===== config.mk =====
export PLATFORM = sky130hd
export DESIGN_NAME = acc_cpu_control
export DESIGN_NICKNAME = d
export VERILOG_FILES = /design/src/rtl/acc_cpu_control.sv
export SDC_FILE = /design/constraint.sdc
export NUM_CORES = 1
export LEC_CHECK = 0
export CORE_MARGIN = 3
export CORE_UTILIZATION = 53
export DETAILED_ROUTE_END_ITERATION = 7
export PLACE_DENSITY = 0.84
export SLEW_MARGIN = 20
export SYNTH_ARGS = -nofsm -noshare
export SYNTH_HDL_FRONTEND = slang
export SYNTH_SLANG_ARGS = --single-unit

===== constraint.sdc =====
create_clock -name clk -period 2.9 [get_ports clk]
set_input_delay 0.58 -clock clk [delete_from_list [all_inputs] [get_ports clk]]
set_output_delay 0.58 -clock clk [all_outputs]
set_load 0.01 [all_outputs]

===== src/rtl/acc_cpu_control.sv =====
// Multi-cycle control FSM for the 16-bit accumulator CPU: fetch, decode, execute,
// and an iterative-divider handshake with a timeout. halted and err are sticky.
module acc_cpu_control #(
  parameter int DIV_TIMEOUT = 200000
) (
  input  logic        clk,
  input  logic        Reset,
  input  logic [15:0] ir,
  input  logic        zflag,
  input  logic        mdr_zero,
  input  logic        div_done,
  output logic        pc_inc,
  output logic        pc_load,
  output logic        ir_ld,
  output logic        mar_sel,
  output logic        mar_ld,
  output logic        mdr_ld,
  output logic        mem_we,
  output logic        acc_ld,
  output logic [1:0]  alu_op,
  output logic        div_load,
  output logic        halted,
  output logic [1:0]  err
);
  localparam logic [3:0] S_F0    = 4'd0;
  localparam logic [3:0] S_F1    = 4'd1;
  localparam logic [3:0] S_F2    = 4'd2;
  localparam logic [3:0] S_DEC   = 4'd3;
  localparam logic [3:0] S_OA    = 4'd4;
  localparam logic [3:0] S_OR    = 4'd5;
  localparam logic [3:0] S_OW    = 4'd6;
  localparam logic [3:0] S_SA    = 4'd7;
  localparam logic [3:0] S_SW    = 4'd8;
  localparam logic [3:0] S_DCHK  = 4'd9;
  localparam logic [3:0] S_DST   = 4'd10;
  localparam logic [3:0] S_DWAIT = 4'd11;
  localparam logic [3:0] S_DWB   = 4'd12;
  localparam logic [3:0] S_HALT  = 4'd13;

  localparam logic [3:0] OP_NOP = 4'd0, OP_LOAD = 4'd1, OP_STORE = 4'd2, OP_ADD = 4'd3,
                         OP_SUB = 4'd4, OP_DIV  = 4'd5, OP_JMP   = 4'd6, OP_JZ  = 4'd7,
                         OP_HALT = 4'd8;

  localparam logic [1:0] ERR_NONE = 2'd0, ERR_DIV0 = 2'd1, ERR_TMO = 2'd2, ERR_ILL = 2'd3;
  localparam logic [17:0] TMO_LAST = 18'(DIV_TIMEOUT - 1);

  logic [3:0]  state, nxt;
  logic [17:0] cnt;
  logic [3:0]  op;
  logic        err_set;
  logic [1:0]  err_code;
  logic        unused_ir;

  assign op        = ir[15:12];
  assign unused_ir = ^ir[11:0];

  always_comb begin
    nxt      = state;
    pc_inc   = 1'b0;
    pc_load  = 1'b0;
    ir_ld    = 1'b0;
    mar_sel  = 1'b0;
    mar_ld   = 1'b0;
    mdr_ld   = 1'b0;
    mem_we   = 1'b0;
    acc_ld   = 1'b0;
    alu_op   = 2'd0;
    div_load = 1'b0;
    err_set  = 1'b0;
    err_code = ERR_NONE;
    case (state)
      S_F0:  begin mar_ld = 1'b1; nxt = S_F1; end
      S_F1:  begin mdr_ld = 1'b1; nxt = S_F2; end
      S_F2:  begin ir_ld = 1'b1; pc_inc = 1'b1; nxt = S_DEC; end
      S_DEC: begin
        case (op)
          OP_NOP:  nxt = S_F0;
          OP_JMP:  begin pc_load = 1'b1; nxt = S_F0; end
          OP_JZ:   begin pc_load = zflag; nxt = S_F0; end
          OP_HALT: nxt = S_HALT;
          OP_LOAD, OP_ADD, OP_SUB, OP_DIV: nxt = S_OA;
          OP_STORE: nxt = S_SA;
          default: begin err_set = 1'b1; err_code = ERR_ILL; nxt = S_HALT; end
        endcase
      end
      S_OA:  begin mar_sel = 1'b1; mar_ld = 1'b1; nxt = S_OR; end
      S_OR:  begin mdr_ld = 1'b1; nxt = (op == OP_DIV) ? S_DCHK : S_OW; end
      S_OW:  begin
        acc_ld = 1'b1;
        alu_op = (op == OP_ADD) ? 2'd1 : (op == OP_SUB) ? 2'd2 : 2'd0;
        nxt    = S_F0;
      end
      S_SA:  begin mar_sel = 1'b1; mar_ld = 1'b1; nxt = S_SW; end
      S_SW:  begin mem_we = 1'b1; nxt = S_F0; end
      // Zero divisor is caught before the divider is ever started.
      S_DCHK: begin
        if (mdr_zero) begin err_set = 1'b1; err_code = ERR_DIV0; nxt = S_HALT; end
        else nxt = S_DST;
      end
      S_DST: begin div_load = 1'b1; nxt = S_DWAIT; end
      S_DWAIT: begin
        if (div_done) nxt = S_DWB;
        else if (cnt == TMO_LAST) begin err_set = 1'b1; err_code = ERR_TMO; nxt = S_HALT; end
      end
      S_DWB:  begin acc_ld = 1'b1; alu_op = 2'd3; nxt = S_F0; end
      S_HALT: nxt = S_HALT;
      default: nxt = S_F0;
    endcase
    // Nothing may touch machine state while Reset is held.
    if (Reset) begin
      pc_inc   = 1'b0;
      pc_load  = 1'b0;
      ir_ld    = 1'b0;
      mar_sel  = 1'b0;
      mar_ld   = 1'b0;
      mdr_ld   = 1'b0;
      mem_we   = 1'b0;
      acc_ld   = 1'b0;
      alu_op   = 2'd0;
      div_load = 1'b0;
    end
  end

  always_ff @(posedge clk) begin
    if (Reset) begin
      state  <= S_F0;
      halted <= 1'b0;
      err    <= ERR_NONE;
      cnt    <= '0;
    end else begin
      state <= nxt;
      if (nxt == S_HALT) halted <= 1'b1;
      if (err_set && err == ERR_NONE) err <= err_code;
      if (state == S_DST) cnt <= '0;
      else if (state == S_DWAIT) cnt <= cnt + 18'd1;
    end
  end

  a_pc_excl: assert property (@(posedge clk) disable iff (Reset) !(pc_load && pc_inc));
endmodule


==> flow_metrics.env, run 1 <==
export IMPL_outcome="finished, final reports clean"
export IMPL_p_sw_mw=0.323
export IMPL_rsz0062_at_grt="no"
export IMPL_fin_crit_sh=0.965
export IMPL_max_vdd_ir_drop_v=0.000475
export IMPL_drc=0
export IMPL_min_path_type="flop to flop"
export IMPL_instances_no_fill=247
export IMPL_clock_power_share=0.173
export IMPL_endpoint_kind="output pin"
export IMPL_p_leak_nw=0.612
export IMPL_drtPass1Iterations=5
export IMPL_syn_area_per_cell_sq_um=7.80
export IMPL_clk_path_buf_depth=2
export IMPL_required_ns=2.32
export IMPL_grt_pass1_wl_um=6150
export IMPL_ys_seq_area_frac=0.329
export IMPL_grt_pass1_vias=1438
export IMPL_hpwl_um=2830
export IMPL_grt_max_degree=23
export IMPL_cp_cell_sequence="clkdlybuf4s50_1 > inv_1 > or4b_2 > a21oi_1 > dlygate4sd2_1"
export IMPL_area_delta_synth_final_pct=18.7
export IMPL_finalClockSkew_ns=0.0226
export IMPL_arrival_ns=2.22
export IMPL_cts_sinks=25
export IMPL_async_flop_share=0
export IMPL_cts_clk_slew_worst_paths_ns=0.11
export IMPL_power_share_switching=0.369
export IMPL_io_buffers=22
export IMPL_slew_headroom=0.622
export IMPL_postRouteAntennaNets=0
export IMPL_intPower_mw=0.552
export IMPL_drv_cap=0
export IMPL_yosys_warnings=0
export IMPL_cp_start_kind="input pin"
export IMPL_finalHoldViolations=0
export IMPL_post_cts_buffers=0
export IMPL_drive_above_1_share=0.0783
export IMPL_ys_seq_elements=25
export IMPL_cp_max_fo=2
export IMPL_synthesis_nets=217
export IMPL_numCtsBuffers=3
export IMPL_core_sq_mm=0.00261
export IMPL_antenna_found_initial=0
export IMPL_ios=35
export IMPL_synthDistinctLibCells=44
export IMPL_grt_use_total=0.222
export IMPL_seqPwrFrac=0.493
export IMPL_synth_cells=195
export IMPL_final_cell_mix="nor2_1, dfxtp_1, clkdlybuf4s50_1"
export IMPL_setup_tns_ns=0
export IMPL_pwr_share_comb=0.334
export IMPL_cp_slowest_stage_delay_ns=0.66
export IMPL_synth_edf_count=0
export IMPL_slew_viol_final=0
export IMPL_crit_type="input pin to output pin"
export IMPL_h_tree_depth=1
export IMPL_netlist_area_sq_mm=0.00152
export IMPL_p_per_area_mw_per_mm2=485
export IMPL_dpl_cell_count=243
export IMPL_synth_ff_type="dfxtp_1"
export IMPL_drt_first_iter_violations=67
export IMPL_crit_family="buffers and inverters"
export IMPL_fin_area_sq_mm=0.00181
export IMPL_fillCellCount=223
export IMPL_nNetsFinal=240
export IMPL_setup_violations=0
export IMPL_max_freq_ghz=0.357
export IMPL_initial_core_util=0.582
export IMPL_dieArea_sq_mm=0.00355
export IMPL_cts_root_buf="clkbuf_4"
export IMPL_crit_slowest_cell="or4b_2"
export IMPL_path_buf_inv=3
export IMPL_fp_row_count=18
export IMPL_postCtsHoldBufs=0
export IMPL_worst_pin_slew_ns=0.566
export IMPL_place_gp_congestion=0.883
export IMPL_grt_overflow_total=0
export IMPL_via_per_inst=6.27
export IMPL_p_total_mw=0.876
export IMPL_via_count=1548
export IMPL_clkLatencyLatePin_ns=0.32
export IMPL_fp_dieW_um=59.6
export IMPL_routed_wl_um=3760
export IMPL_post_drt_wl_per_cell_um=15.2
export IMPL_antenna_cells=0
export IMPL_timing_final_crit_period_ns=2.80
export IMPL_dpl_cell_area_sq_mm=0.00178
export IMPL_die_h_um=59.6
export IMPL_cts_tree="yes"
## final cells by class
cell class | count | area [sq um] | share of cell area
multi-input combinational | 152 | 938 | 0.519
sequential | 25 | 502 | 0.278
timing repair buffer | 30 | 279 | 0.154
tap | 30 | 37.5 | 0.0208
clock buffer | 3 | 22.5 | 0.0125
inverter | 6 | 22.5 | 0.0125
clock inverter | 1 | 5.00 | 0.00277
## what timing repair did
item                                   4_1_cts  5_1_grt
resized for setup                            1        1
endpoints found under the hold margin        0        0
cloned                                       0        0
pin swaps                                    0        0
setup endpoints to repair                    1        1
## sequential cells by signal, indices dropped and copies added (netlist names)
name / flops
cnt: 18
err: 2
state: 4
halted: 1
## metal layers
layer | up-vias | part of all wire | routed length, um | GRT usage
li1 | 754 | - | - | -
met1 | 737 | 0.44 | 1650 | 0.289
met2 | 53 | 0.51 | 1920 | 0.368
met3 | 4 | 0.043 | 162 | 0.0501
met4 | 0 | 0.0072 | 27 | 0.0601
met5 | - | 0 | 0 | 0
## metrics by stage
step                      hold slack (ns)  setup slack (ns)   util
after detailed placement            0.488            -0.169  0.681
after CTS                           0.508             0.105  0.691
final                               0.504             0.102  0.692
after global routing                0.542            0.0165  0.692
after floorplan                     0.459             0.816      -
after global placement              0.469            -0.144  0.681
## path summary, 6_finish.rpt
path	from	to	slack [ns]	depth (start not counted)
hold reg to reg	halted	halted	0.50	2
setup reg to reg	state[0]	cnt[16]	0.78	4
setup / recovery	ir[12]	alu_op[0]	0.10	5
hold / removal	halted	halted	0.50	2
## cell usage after synthesis (2+ instances only)
cell	count	area (sq um)
nor3_1	7	35.0
nand3b_1	5	37.5
nor4bb_1	2	20.0
a31oi_1	2	12.5
or4b_1	2	20.0
dfxtp_1	25	500
inv_1	6	22.5
and3_1	3	18.8
and2_1	2	12.5
nand2b_1	4	25.0
o21ai_0	11	55.1
xor2_1	6	52.6
nor2b_1	3	18.8
or3_1	7	43.8
nor4_1	3	18.8
a21oi_1	17	85.1
clkbuf_1	5	18.8
o21bai_1	2	15.0
nand3_1	7	35.0
a211o_1	2	17.5
buf_1	2	7.51
xnor2_1	5	43.8
and4_1	4	35.0
nand4_1	7	43.8
nor2_1	24	90.1
buf_2	3	15.0
or4b_2	2	20.0
nand2_1	11	41.3
## worst min-delay path, stage by stage (launching register included)
cell      delay, ns
dfxtp_1        0.34
inv_1          0.06
a221oi_1       0.07
## kinds of logic (layout without fill, tap and decap cells)
family / count (synthesis) / after routing / share of synthesized area
adder cells (fa/ha/maj): 1 / 1 / 0.00822
flip-flops: 25 / 25 / 0.329
buffers and inverters: 18 / 40 / 0.0543
XOR/XNOR: 11 / 11 / 0.0633
AND/OR/NAND/NOR: 96 / 96 / 0.369
AO/OA/AOI/OAI: 44 / 44 / 0.176
## power groups by stage
stage                     clock, mW  combinational [mW]  sequential (mW)
after floorplan                   0               0.236            0.388
after global placement            0               0.278            0.434
after detailed placement          0               0.287            0.436
after CTS                     0.156               0.289            0.428
after global routing          0.169               0.319            0.440
final                         0.151               0.292            0.432
Power figures use the tool's default switching activity.
==> run 2: changes to the inputs <==
--- a/config.mk
+++ b/config.mk
@@ -5,10 +5,11 @@
 export SDC_FILE = /design/constraint.sdc
 export NUM_CORES = 1
 export LEC_CHECK = 0
+export ABC_AREA = 1
 export CORE_MARGIN = 3
-export CORE_UTILIZATION = 53
+export CORE_UTILIZATION = 54
 export DETAILED_ROUTE_END_ITERATION = 7
-export PLACE_DENSITY = 0.84
+export PLACE_DENSITY = 0.85
 export SLEW_MARGIN = 20
 export SYNTH_ARGS = -nofsm -noshare
 export SYNTH_HDL_FRONTEND = slang
==> run 2 against run 1 <==
  * Via count rose by 0.26%
  * Sequential share of layout area is 0.61 points lower
  * Register-to-register slack better by 0.46 ns
  * Largest cell class unchanged
  * Setup slack gained 0.088 ns
  * Fmax rose by 3.3%
  * Global-route usage fell by 2.3 points
  * Critical path type unchanged
  * Sequential cell count unchanged
  * First-iteration DRC count rose by 61%
  * Clock power increased by 6%
  * Critical endpoint is now pc_load
  * Non-clock buffer count shrank 7
  * Total power fell by 7.8%
==> flow_metrics.env, run 2 <==
export IMPL_synth_commonest_cells="nand2_1, nor2_1, inv_1"
export IMPL_nNetsFinal=295
export IMPL_synth_ff_type="dfxtp_1"
export IMPL_cts_root_buf="clkbuf_4"
export IMPL_crit_family="buffers and inverters"
export IMPL_fin_crit_sh=0.934
export IMPL_drtPass1Iterations=5
export IMPL_async_flop_share=0
export IMPL_min_path_type="flop to flop"
export IMPL_timing_final_crit_period_ns=2.71
export IMPL_synth_top_area_frac=0.320
export IMPL_drive_above_1_share=0.0772
export IMPL_cts_clk_slew_worst_paths_ns=0.13
export IMPL_slew_viol_final=0
export IMPL_via_count=1552
export IMPL_endpoint_kind="output pin"
export IMPL_cp_max_fo=4
export IMPL_synth_edf_count=0
export IMPL_syn_area_per_cell_sq_um=6.31
export IMPL_yosysMostFrequentCell="nand2_1"
export IMPL_fp_row_count=18
export IMPL_drv_cap=0
export IMPL_reg2reg_slack_ns=1.24
export IMPL_outcome="finished, final reports clean"
export IMPL_reg_top3="cnt (18), state (4), err (2)"
export IMPL_rsz0062_at_grt="no"
export IMPL_via_per_inst=5.14
export IMPL_fp_dieW_um=59.8
export IMPL_initial_core_util=0.599
export IMPL_grt_overflow_total=0
export IMPL_arrival_ns=2.13
export IMPL_largest_reg_flops=18
export IMPL_synthDistinctLibCells=25
export IMPL_dieArea_sq_mm=0.00358
export IMPL_cts_tree="yes"
export IMPL_layout_commonest_cell="nand2_1"
export IMPL_routed_wl_um=3320
export IMPL_cp_cell_sequence="clkdlybuf4s50_1 > inv_1 > nor2_1 > nand2_1 > nor4_1 > clkdlybuf4s50_1"
export IMPL_synthesis_nets=270
export IMPL_timing_hold_ws_ns=0.475
export IMPL_clkLatencyLatePin_ns=0.32
export IMPL_synth_area_leaders="dfxtp_1, nand2_1, nor2_1"
export IMPL_drc=0
export IMPL_p_per_area_mw_per_mm2=438
export IMPL_drt_first_iter_violations=108
export IMPL_grt_use_total=0.199
export IMPL_required_ns=2.32
export IMPL_numCtsBuffers=3
export IMPL_top_register="cnt"
export IMPL_post_drt_wl_per_cell_um=11.0
export IMPL_crit_type="input pin to output pin"
export IMPL_yosys_warnings=0
export IMPL_postRouteAntennaNets=0
export IMPL_ios=35
export IMPL_yosysTopAreaCell="dfxtp_1"
export IMPL_crit_slowest_cell="clkdlybuf4s50_1"
export IMPL_synth_cells=248
export IMPL_max_vdd_ir_drop_v=0.000368
export IMPL_cts_sinks=25
export IMPL_finalClockSkew_ns=0.0114
export IMPL_fin_util=0.705
export IMPL_cp_slowest_stage_delay_ns=0.58
export IMPL_slew_headroom=0.767
export IMPL_area_delta_synth_final_pct=17.7
export IMPL_netlist_area_sq_mm=0.00157
export IMPL_setup_tns_ns=0
export IMPL_grt_pass1_vias=1278
export IMPL_core_sq_mm=0.00261
export IMPL_ys_seq_elements=25
export IMPL_cpMostUsedCell="clkdlybuf4s50_1"
export IMPL_dpl_cell_area_sq_mm=0.00182
export IMPL_p_total_mw=0.807
export IMPL_final_cell_mix="nand2_1, nor2_1, inv_1"
export IMPL_post_cts_buffers=0
export IMPL_max_freq_ghz=0.369
export IMPL_io_buffers=22
export IMPL_grt_max_degree=15
export IMPL_cts_resized=0
export IMPL_h_tree_depth=1
export IMPL_fin_area_sq_mm=0.00184
export IMPL_path_buf_inv=3
export IMPL_place_gp_congestion=0.933
export IMPL_finalHoldViolations=0
export IMPL_ys_seq_area_frac=0.320
export IMPL_setup_violations=0
export IMPL_die_h_um=59.8
export IMPL_cp_start_kind="input pin"
export IMPL_p_leak_nw=0.808
export IMPL_postCtsHoldBufs=0
export IMPL_hpwl_um=2600
export IMPL_antenna_cells=0
export IMPL_antenna_found_initial=0
export IMPL_worst_pin_slew_ns=0.348
export IMPL_grt_pass1_wl_um=5540
export IMPL_clk_path_buf_depth=2
run 2: power by group:
| part | total, mW | internal, mW | switching, mW | leakage [nW] |
|---|---|---|---|---|
| Sequential | 0.383 | 0.362 | 0.0212 | 0.202 |
| Combinational | 0.264 | 0.103 | 0.161 | 0.588 |
| Clock | 0.160 | 0.0517 | 0.108 | 0.0177 |
run 2: stage by stage:
stage | cells | setup WS [ns]
2_1_floorplan | 248 | 1.00
3_3_place_gp | 298 | 0.222
3_5_place_dp | 298 | 0.188
4_1_cts | 302 | 0.181
5_1_grt | 302 | 0.0786
6_report | 302 | 0.190
run 2: area by class of cell:
type | instances | area [sq um]
clock buffer | 3 | 22.5
timing repair buffer | 23 | 228
inverter | 36 | 135
sequential | 25 | 500
fill | 236 | 769
tap | 30 | 37.5
clock inverter | 1 | 5.00
multi-input combinational | 184 | 915
run 2: path summary, 6_finish.rpt:
path	from	endpoint	depth (start not counted)
setup / recovery	ir[14]	pc_load	6
hold / removal	halted	halted	2
setup reg to reg	cnt[0]	cnt[14]	10
hold reg to reg	halted	halted	2
run 2: cell families after synthesis:
| kind of cell | count (synthesis) | share of synthesized area |
|---|---|---|
| simple gates | 143 | 0.429 |
| buf+inv | 39 | 0.0959 |
| compound gates | 35 | 0.119 |
| flops | 25 | 0.320 |
| xor+xnor | 5 | 0.0280 |
| fa+ha+maj | 1 | 0.00799 |
run 2: tightest hold or removal path: stages (launching register included):
cell and delay, ns:
dfxtp_1 0.34, inv_1 0.05, a21oi_1 0.05
run 2: metal layers:
metal,vias up,part of all wire,wire length [um],track usage
met2,48,0.41,1360,0.296
met3,5,0.072,238,0.0302
li1,837,-,-,-
met5,-,0,0,0
met1,662,0.51,1690,0.299
met4,0,0.011,35,0.0475
==> run 3: changes to the inputs <==
--- a/config.mk
+++ b/config.mk
@@ -5,11 +5,12 @@
 export SDC_FILE = /design/constraint.sdc
 export NUM_CORES = 1
 export LEC_CHECK = 0
-export ABC_AREA = 1
+export ABC_AREA = 0
 export CORE_MARGIN = 3
-export CORE_UTILIZATION = 54
+export CORE_UTILIZATION = 65
 export DETAILED_ROUTE_END_ITERATION = 7
-export PLACE_DENSITY = 0.85
+export DONT_BUFFER_PORTS = 1
+export PLACE_DENSITY = 0.81
 export SLEW_MARGIN = 20
 export SYNTH_ARGS = -nofsm -noshare
 export SYNTH_HDL_FRONTEND = slang
==> constraint.sdc (replaced) <==
create_clock -name clk -period 2.9 [get_ports clk]
set_input_delay 0.725 -clock clk [delete_from_list [all_inputs] [get_ports clk]]
set_output_delay 0.725 -clock clk [all_outputs]
set_load 0.01 [all_outputs]
==> run 3 against run 2 <==
  * Non-clock buffer count is 20 lower
  * Largest cell class unchanged
  * Sequential power grew 16%
  * Core utilization increased by 3.7 points
  * Setup slack improved by 0.31 ns
  * First-iteration DRC count shrank 60%
  * Largest power group unchanged
==> flow_metrics.env, run 3 (same netlist as run 1, synthesis figures left out) <==
export IMPL_grt_max_degree=19
export IMPL_fp_row_count=16
export IMPL_drc=0
export IMPL_clkLatencyLatePin_ns=0.32
export IMPL_area_delta_synth_final_pct=1.56
export IMPL_largest_reg_flops=18
export IMPL_slew_headroom=0.561
export IMPL_max_freq_ghz=0.416
export IMPL_power_share_switching=0.377
export IMPL_cts_resized=0
export IMPL_cp_max_fo=5
export IMPL_die_h_um=54.4
export IMPL_io_buffers=0
export IMPL_rsz0062_at_grt="no"
export IMPL_cts_sinks=25
export IMPL_clock_power_share=0.190
export IMPL_h_tree_depth=1
export IMPL_cp_start_kind="input pin"
export IMPL_max_vdd_ir_drop_v=0.000549
export IMPL_whs_path_depth=1
export IMPL_drt_first_iter_violations=43
export IMPL_final_cell_mix="dfxtp_1, nor2_1, a21oi_1"
export IMPL_core_sq_mm=0.00208
export IMPL_numCtsBuffers=3
export IMPL_endpoint_kind="output pin"
export IMPL_p_leak_nw=0.504
export IMPL_setup_tns_ns=0
export IMPL_drtPass1Iterations=4
export IMPL_hpwl_um=2450
export IMPL_p_sw_mw=0.305
export IMPL_antenna_found_initial=0
export IMPL_reg_top3="cnt (18), state (4), err (2)"
export IMPL_grt_pass1_vias=1304
export IMPL_regArea_sq_um=500
export IMPL_cts_root_buf="clkbuf_4"
export IMPL_postCtsHoldBufs=0
export IMPL_post_drt_wl_per_cell_um=15.2
export IMPL_cts_clk_slew_worst_paths_ns=0.12
export IMPL_p_per_area_mw_per_mm2=524
export IMPL_layout_commonest_cell="dfxtp_1"
export IMPL_worst_pin_slew_ns=0.650
export IMPL_via_per_inst=6.59
export IMPL_outcome="finished, final reports clean"
export IMPL_dieArea_sq_mm=0.00296
export IMPL_pwr_share_comb=0.260
export IMPL_fin_area_sq_mm=0.00155
export IMPL_seqPwrFrac=0.550
export IMPL_ios=35
export IMPL_reg2reg_slack_ns=0.73
export IMPL_fillCellCount=177
export IMPL_fin_crit_sh=0.829
export IMPL_nNetsFinal=213
export IMPL_routed_wl_um=3310
export IMPL_min_path_type="input pin to flop"
export IMPL_setup_violations=0
export IMPL_slew_viol_final=0
export IMPL_grt_overflow_total=0
export IMPL_place_gp_congestion=0.870
export IMPL_initial_core_util=0.731
export IMPL_cp_slowest_stage_delay_ns=0.66
export IMPL_drive_above_1_share=0.0579
export IMPL_fp_dieW_um=54.4
export IMPL_reg2reg_depth=4
export IMPL_crit_slowest_cell="or4b_2"
export IMPL_timing_final_crit_period_ns=2.40
export IMPL_antenna_cells=0
export IMPL_grt_pass1_wl_um=5530
export IMPL_drv_cap=0
export IMPL_multiInputGateArea_sq_um=938
export IMPL_clk_path_buf_depth=2
export IMPL_cp_cell_sequence="inv_1 > or4b_2 > a21oi_1"
export IMPL_cts_tree="yes"
export IMPL_finalHoldViolations=0
export IMPL_via_count=1430
export IMPL_post_cts_buffers=0
export IMPL_top_register="cnt"
export IMPL_intPower_mw=0.505
export IMPL_dpl_cell_area_sq_mm=0.00152
export IMPL_postRouteAntennaNets=0
export IMPL_arrival_ns=1.68
export IMPL_finalClockSkew_ns=0.0132
export IMPL_required_ns=2.17
export IMPL_crit_type="input pin to output pin"
export IMPL_grt_use_total=0.256
==> run 3: changes by cell type in the layout (fill, tap and decap cells not counted), moves of 6 or more <==
| cell | delta |
|---|---|
| nand2_1 | -48 |
| nand3_1 | -6 |
| nor2_1 | -20 |
| or3_1 | +7 |
| inv_1 | -28 |
| clkdlybuf4s50_1 | -22 |
==> run 3: worst paths after layout <==
check / startpoint / endpoint
worst max register to register: state[1] / cnt[14]
worst max-delay path: ir[12] / alu_op[0]
worst min register to register: cnt[17] / cnt[17]
worst min-delay path: Reset / state[3]
==> run 3: critical path, delay by kind of cell <==
| kind | cells | cell delay [ns] |
|---|---|---|
| AOI/OAI and AO/OA | 1 | 0.27 |
| and+or+nand+nor | 1 | 0.66 |
| buffers and inverters | 1 | 0.03 |
==> run 3: metrics by stage <==
stage | power, mW | utilization | cells | setup WS [ns] | hold WS, ns
5_1_grt | 0.865 | 0.742 | 217 | 0.358 | 0.445
6_report | 0.810 | 0.742 | 217 | 0.496 | 0.464
3_5_place_dp | 0.659 | 0.729 | 213 | 0.495 | 0.488
2_1_floorplan | 0.624 | - | 195 | 0.526 | 0.459
4_1_cts | 0.810 | 0.742 | 217 | 0.490 | 0.455
3_3_place_gp | 0.648 | 0.729 | 213 | 0.493 | 0.472
==> run 3: cell type report <==
type | count | share of cell area
well taps | 27 | 0.0219
clock inverters | 1 | 0.00324
repair buffers | 3 | 0.0146
clock buffers | 3 | 0.0146
multi-input cells | 152 | 0.607
inverters | 6 | 0.0146
flip-flops and latches | 25 | 0.324
==> run 3: layer usage <==
metal  global-route usage  share of wire  up-vias
met4               0.0996          0.013        0
li1                     -              -      707
met3               0.0708          0.079        6
met2                0.406           0.47       56
met1                0.328           0.44      661
met5                    0              0        -
==> run 3: power groups by stage <==
| stage | logic [mW] | clock network, mW | registers (mW) |
|---|---|---|---|
| floorplan | 0.236 | 0 | 0.388 |
| global placement | 0.201 | 0 | 0.447 |
| detailed placement | 0.206 | 0 | 0.453 |
| CTS | 0.208 | 0.157 | 0.445 |
| global route | 0.240 | 0.171 | 0.453 |
| finish | 0.211 | 0.154 | 0.445 |
